[src/rtl/gemm_result_pkg.sv]
// Shared types for the GEMM result path: FP16 lanes, packed result lines and the drain FSM encoding.
// The result BRAM writer imports this package too.
package gemm_result_pkg;

  localparam int FP16_PER_LINE = 16;

  typedef logic [15:0] fp16_t;
  typedef fp16_t [FP16_PER_LINE-1:0] fp16_line_t;

  typedef enum logic [1:0] {
    DRN_IDLE = 2'd0,
    DRN_RUN  = 2'd1,
    DRN_DONE = 2'd2
  } drain_state_e;

  // Lane 0 occupies bits [15:0] of the line.
  function automatic fp16_t lane_select(input fp16_line_t line, input logic [3:0] lane);
    return line[lane];
  endfunction

endpackage

[src/rtl/result_line_fifo.sv]
// Two-entry line FIFO that decouples BRAM read returns from the FP16 unpacker.
// A push and a pop in the same cycle are legal even when the FIFO is full.
module result_line_fifo #(
  parameter int WIDTH = 256
) (
  input  logic             i_clk,
  input  logic             i_reset,
  input  logic             i_push,
  input  logic [WIDTH-1:0] i_push_data,
  input  logic             i_pop,
  output logic [WIDTH-1:0] o_head,
  output logic [1:0]       o_count,
  output logic             o_empty,
  output logic             o_full
);

  logic [WIDTH-1:0] mem_r [2];
  logic             wr_ptr_r;
  logic             rd_ptr_r;
  logic [1:0]       count_r;
  logic             do_push_s;
  logic             do_pop_s;

  // Qualified push/pop and status flags.
  always_comb begin
    do_pop_s  = i_pop && (count_r != 2'd0);
    do_push_s = i_push && ((count_r != 2'd2) || do_pop_s);
    o_empty   = (count_r == 2'd0);
    o_full    = (count_r == 2'd2);
    o_count   = count_r;
    o_head    = mem_r[rd_ptr_r];
  end

  // Pointer and occupancy tracking.
  always_ff @(posedge i_clk) begin
    if (i_reset) begin
      wr_ptr_r <= 1'b0;
      rd_ptr_r <= 1'b0;
      count_r  <= 2'd0;
    end else begin
      if (do_push_s) begin
        wr_ptr_r <= ~wr_ptr_r;
      end
      if (do_pop_s) begin
        rd_ptr_r <= ~rd_ptr_r;
      end
      count_r <= count_r + {1'b0, do_push_s} - {1'b0, do_pop_s};
    end
  end

  // Line storage; contents are don't-care while the slot is empty.
  always_ff @(posedge i_clk) begin
    if (do_push_s) begin
      mem_r[wr_ptr_r] <= i_push_data;
    end
  end

endmodule

[src/rtl/result_line_fifo_chk.sv]
// Simulation checker for the line FIFO: the read-credit scheme must never let a return overflow it.
module result_line_fifo_chk (
  input logic i_clk,
  input logic i_reset,
  input logic i_push,
  input logic i_pop,
  input logic i_full
);

  // A push into a full FIFO without a matching pop would drop a line.
  a_no_overflow: assert property (@(posedge i_clk) disable iff (i_reset) !(i_push && i_full && !i_pop));

endmodule

[src/rtl/result_bram_drainer.sv]
// Drains packed FP16 result lines from the result BRAM and replays them as a valid/ready FP16 stream,
// hiding BRAM read latency with a credit-limited 2-line FIFO.
module result_bram_drainer
  import gemm_result_pkg::*;
#(
  parameter int BRAM_ADDR_WIDTH = 9,
  parameter int BRAM_DATA_WIDTH = 256,
  parameter int RD_LATENCY      = 1
) (
  input  logic                       i_clk,
  input  logic                       i_reset,
  input  logic                       i_start,
  input  logic [BRAM_ADDR_WIDTH-1:0] i_base_addr,
  input  logic [BRAM_ADDR_WIDTH:0]   i_num_lines,
  output logic                       o_bram_rd_en,
  output logic [BRAM_ADDR_WIDTH-1:0] o_bram_rd_addr,
  input  logic [BRAM_DATA_WIDTH-1:0] i_bram_rd_data,
  output logic [15:0]                o_fp16_data,
  output logic                       o_fp16_valid,
  input  logic                       i_fp16_ready,
  output logic                       o_fp16_last,
  output logic                       o_busy,
  output logic                       o_done,
  output logic [31:0]                o_value_count
);

  localparam logic [1:0] ST_IDLE = DRN_IDLE;
  localparam logic [1:0] ST_RUN  = DRN_RUN;
  localparam logic [1:0] ST_DONE = DRN_DONE;

  logic [1:0]                 state_r;
  logic [BRAM_ADDR_WIDTH-1:0] base_r;
  logic [BRAM_ADDR_WIDTH:0]   num_r;
  logic [BRAM_ADDR_WIDTH:0]   issued_r;
  logic [BRAM_ADDR_WIDTH:0]   popped_r;
  logic [3:0]                 lane_r;
  logic [1:0]                 inflight_r;
  logic [RD_LATENCY-1:0]      strb_pipe_r;
  logic [31:0]                count_r;

  logic [BRAM_DATA_WIDTH-1:0] head_s;
  logic [1:0]                 fifo_count_s;
  logic                       fifo_empty_s;
  logic                       fifo_full_s;
  logic                       rd_en_s;
  logic                       push_s;
  logic                       pop_s;
  logic                       valid_s;
  logic                       hs_s;
  logic                       last_s;

  // Issue credit, stream handshake and last-value detection; all derived from registered state.
  always_comb begin
    valid_s = (state_r == ST_RUN) && !fifo_empty_s;
    hs_s    = valid_s && i_fp16_ready;
    last_s  = valid_s && (lane_r == 4'd15) &&
              (popped_r == (num_r - {{BRAM_ADDR_WIDTH{1'b0}}, 1'b1}));
    pop_s   = hs_s && (lane_r == 4'd15);
    push_s  = strb_pipe_r[RD_LATENCY-1];
    rd_en_s = (state_r == ST_RUN) && (issued_r < num_r) &&
              (({1'b0, fifo_count_s} + {1'b0, inflight_r}) < 3'd2);
  end

  // Output drive; data and address read as zero whenever their strobe is low.
  always_comb begin
    o_bram_rd_en  = rd_en_s;
    o_fp16_valid  = valid_s;
    o_fp16_last   = last_s;
    o_busy        = (state_r == ST_RUN);
    o_done        = (state_r == ST_DONE);
    o_value_count = count_r;
    if (rd_en_s) begin
      o_bram_rd_addr = base_r + issued_r[BRAM_ADDR_WIDTH-1:0];
    end else begin
      o_bram_rd_addr = {BRAM_ADDR_WIDTH{1'b0}};
    end
    if (valid_s) begin
      o_fp16_data = lane_select(head_s, lane_r);
    end else begin
      o_fp16_data = 16'd0;
    end
  end

  // Drain FSM with issue, pop, lane and value counters.
  always_ff @(posedge i_clk) begin
    if (i_reset) begin
      state_r  <= ST_IDLE;
      base_r   <= {BRAM_ADDR_WIDTH{1'b0}};
      num_r    <= {(BRAM_ADDR_WIDTH+1){1'b0}};
      issued_r <= {(BRAM_ADDR_WIDTH+1){1'b0}};
      popped_r <= {(BRAM_ADDR_WIDTH+1){1'b0}};
      lane_r   <= 4'd0;
      count_r  <= 32'd0;
    end else begin
      case (state_r)
        ST_IDLE: begin
          if (i_start) begin
            base_r   <= i_base_addr;
            num_r    <= i_num_lines;
            issued_r <= {(BRAM_ADDR_WIDTH+1){1'b0}};
            popped_r <= {(BRAM_ADDR_WIDTH+1){1'b0}};
            lane_r   <= 4'd0;
            count_r  <= 32'd0;
            state_r  <= (i_num_lines == {(BRAM_ADDR_WIDTH+1){1'b0}}) ? ST_DONE : ST_RUN;
          end
        end
        ST_RUN: begin
          if (rd_en_s) begin
            issued_r <= issued_r + {{BRAM_ADDR_WIDTH{1'b0}}, 1'b1};
          end
          if (hs_s) begin
            count_r <= count_r + 32'd1;
            lane_r  <= lane_r + 4'd1;
            if (pop_s) begin
              popped_r <= popped_r + {{BRAM_ADDR_WIDTH{1'b0}}, 1'b1};
            end
            if (last_s) begin
              state_r <= ST_DONE;
            end
          end
        end
        ST_DONE: begin
          state_r <= ST_IDLE;
        end
        default: begin
          state_r <= ST_IDLE;
        end
      endcase
    end
  end

  // Reads in flight plus FIFO occupancy form the 2-line credit; reset drops pending returns.
  always_ff @(posedge i_clk) begin
    if (i_reset) begin
      inflight_r  <= 2'd0;
      strb_pipe_r <= {RD_LATENCY{1'b0}};
    end else begin
      inflight_r     <= inflight_r + {1'b0, rd_en_s} - {1'b0, push_s};
      strb_pipe_r[0] <= rd_en_s;
      for (int i = 1; i < RD_LATENCY; i++) begin
        strb_pipe_r[i] <= strb_pipe_r[i-1];
      end
    end
  end

  result_line_fifo #(
    .WIDTH (BRAM_DATA_WIDTH)
  ) u_line_fifo (
    .i_clk       (i_clk),
    .i_reset     (i_reset),
    .i_push      (push_s),
    .i_push_data (i_bram_rd_data),
    .i_pop       (pop_s),
    .o_head      (head_s),
    .o_count     (fifo_count_s),
    .o_empty     (fifo_empty_s),
    .o_full      (fifo_full_s)
  );

  result_line_fifo_chk u_line_fifo_chk (
    .i_clk   (i_clk),
    .i_reset (i_reset),
    .i_push  (push_s),
    .i_pop   (pop_s),
    .i_full  (fifo_full_s)
  );

endmodule

[config.mk]
export PLATFORM = sky130hd
export DESIGN_NAME = result_bram_drainer
export DESIGN_NICKNAME = d
export VERILOG_FILES = /design/src/rtl/gemm_result_pkg.sv /design/src/rtl/result_line_fifo.sv /design/src/rtl/result_line_fifo_chk.sv /design/src/rtl/result_bram_drainer.sv
export SDC_FILE = /design/constraint.sdc
export NUM_CORES = 1
export LEC_CHECK = 0
export CAP_MARGIN = 20
export CORE_MARGIN = 2
export CORE_UTILIZATION = 55
export CTS_BUF_LIST = sky130_fd_sc_hd__clkbuf_8 sky130_fd_sc_hd__clkbuf_16
export DETAILED_ROUTE_END_ITERATION = 10
export PLACE_DENSITY = 0.87
export SETUP_SLACK_MARGIN = 0.3
export SYNTH_ARGS = -nofsm -noshare
export SYNTH_HDL_FRONTEND = slang
export SYNTH_HIERARCHICAL = 1
export SYNTH_SLANG_ARGS = --single-unit
[constraint.sdc]
create_clock -name i_clk -period 20.1 [get_ports i_clk]
set_clock_uncertainty 0.05 [all_clocks]
set_input_delay 4.02 -clock i_clk [delete_from_list [all_inputs] [get_ports i_clk]]
set_output_delay 4.02 -clock i_clk [all_outputs]
set_load 0.02 [all_outputs]
==> impl_metrics.toml <==
[pwr]
power_frac_clock_pct = 39.6
internal-power_w = 0.00209
p_sw_share_pct = 21.4
max-vdd-ir-drop_uv = 73.9
seq_power_share_pct = 53.0
combPwrFrac_pct = 7.4
power.switching_w = 0.000568
power_density_nw_per_um2 = 85.9
p_leak_nw = 10.0

[sta]
timing.hold.ws_ns = 0.418
finalCriticalPeriod_ns = 8.95
rsz0062_at_grt = "no"
relSlewSlack_pct = 24.8
max_freq_mhz = 112
finalSetupTns_ns = 0
final_hold_viol_count = 0
min_period_over_period_pct = 44.5
tightest_slew_ns = 1.13
setup_viol = 0
maxSlewViolCount = 0

[clock_tree]
cts_tree = "built"
clk-insertion-delay-late_ns = 0.63
cts_buffer_depth = 3
cts_made_buffers = 58
post_cts_buffers = 0
clk_pin_slew_ns = 0.06
cts_hold_buf = 0
h-tree-depth = 2
clock_sinks = 597
root_buffer = "clkbuf_16"
post_cts_resized = 0

[floorplan]
die_w_um = 217
initial_utilization_pct = 55.4
dieHeight_um = 217
rows = 78
design.die.area_um2 = 47200
io_pins = 341
core_area_um2 = 45200

[logic_synthesis]
synthCells = 1483
netlist_area_um2 = 25000
yosysWarnings = 6
synth_nets = 1789
syn_area_per_cell_um2 = 16.9

[setup_path]
critPathKind = "reg2out"
crit_fanout = 182
start_kind = "flop"
required_ns = 16.03
cp.arrival_ns = 4.88
endpoint_kind = "primary output"

[route]
drtIter0Drc = 1237
drc = 0
wl_um = 58000
route.met3.wl_um = 4360
wl_met1_um = 22500
drtPass1Iterations = 5
wl_met2_um = 28900
drt-wirelength-per-cell_um = 23.2
antenna_left = 0
via_per_inst = 5.73
top_layer_used = "met5"
via_count = 14300

[placement]
place.gp.congestion = 0.837
dp_hpwl_um = 38700
place.port_buffers = 340
post_dp_cell_area_um2 = 29000

[final_layout]
fillCellCount = 2904
nets = 2139
area_growth_pct = 23.6
post-route-cell-area_um2 = 30900
final_util_pct = 68.4
drive_above_1_share_pct = 23.9

[run_status]
status = "finished clean"

[grt]
track_usage_pct = 24.5
grt_pass1_vias = 14900
grt_pass1_wl_um = 86500
antenna_found_initial = 23
grt_overflow_total = 0
grt_max_degree = 183

[run]
drv_cap = 0

[hold_path]
hold_path_class = "reg2reg"
-- layout make-up --
| class | count | area (um^2) | share of cell area (%) |
|---|---|---|---|
| flip-flops and latches | 597 | 17100 | 55.3 |
| multi-input cells | 788 | 7500 | 24.2 |
| repair buffers | 356 | 3580 | 11.6 |
| clock buffers | 60 | 1490 | 4.82 |
| well taps | 600 | 751 | 2.43 |
| clock inverters | 47 | 359 | 1.16 |
| inverters | 32 | 120 | 0.388 |
| diodes | 17 | 42.5 | 0.138 |
-- per-stage QoR --
stage / power (W) / setup slack (ns) / cells
floorplan: 0.00154 / 4.12 / 1483
global placement: 0.00162 / 11.96 / 2371
finish: 0.00266 / 11.15 / 2497
CTS: 0.00268 / 11.19 / 2478
global route: 0.00274 / 11.00 / 2494
detailed placement: 0.00163 / 11.91 / 2371
-- metal layers --
metal	vias up	GRT usage, %
met5	-	0
met4	16	11.5
met3	114	5.59
met2	581	40.1
met1	7127	31.4
li1	6477	-
-- cell usage in the layout, fill, tap and decap left out, types with 13 or more instances in the layout --
| master | instances |
|---|---|
| mux2_2 | 258 |
| dfxtp_1 | 81 |
| diode_2 | 17 |
| clkdlybuf4s50_1 | 340 |
| inv_1 | 43 |
| o21ai_0 | 18 |
| nand2_1 | 68 |
| and2_1 | 20 |
| xor2_1 | 27 |
| mux4_2 | 80 |
| ha_1 | 25 |
| edfxtp_1 | 512 |
| buf_4 | 13 |
| clkbuf_16 | 59 |
| a21oi_1 | 42 |
| xnor2_1 | 33 |
| clkinv_1 | 14 |
| nor2_1 | 77 |
| nor3_1 | 15 |
| nand3_1 | 19 |
-- registers in the layout (all words and copies together) (netlist names), named ones only --
name / count
state_r: 2
push_s: 1
popped_r: 10
u_line_fifo/o_count: 2
lane_r: 4
num_r: 10
issued_r: 10
o_value_count: 32
u_line_fifo/mem_r: 512
base_r: 9
u_line_fifo/rd_ptr_r: 1
inflight_r: 2
u_line_fifo/wr_ptr_r: 1
-- worst max-delay path: stages (launching register included) --
cell,delay [ns]
dfxtp_4,1.03
buf_12,0.67
mux2_2,0.43
mux4_2,0.51
mux4_2,0.50
and2_1,0.24
clkdlybuf4s50_1,0.56
-- power groups by stage --
stage	clock (W)	sequential [W]	combinational (W)
floorplan	0	0.00145	0.0000953
global placement	0	0.00143	0.000188
detailed placement	0	0.00143	0.000194
CTS	0.00107	0.00141	0.000196
global route	0.00112	0.00141	0.000210
finish	0.00105	0.00141	0.000197
-- final timing paths --
check	from	endpoint	slack [ns]	cells past startpoint
worst max-delay path	flop	o_fp16_data[15]	11.15	6
worst min-delay path	base_r[7]	base_r[7]	0.42	2
worst max register to register	lane_r[1]	u_line_fifo/mem_r[0][15]	15.78	8
worst min register to register	base_r[7]	base_r[7]	0.42	2
Power figures use the tool's default switching activity.
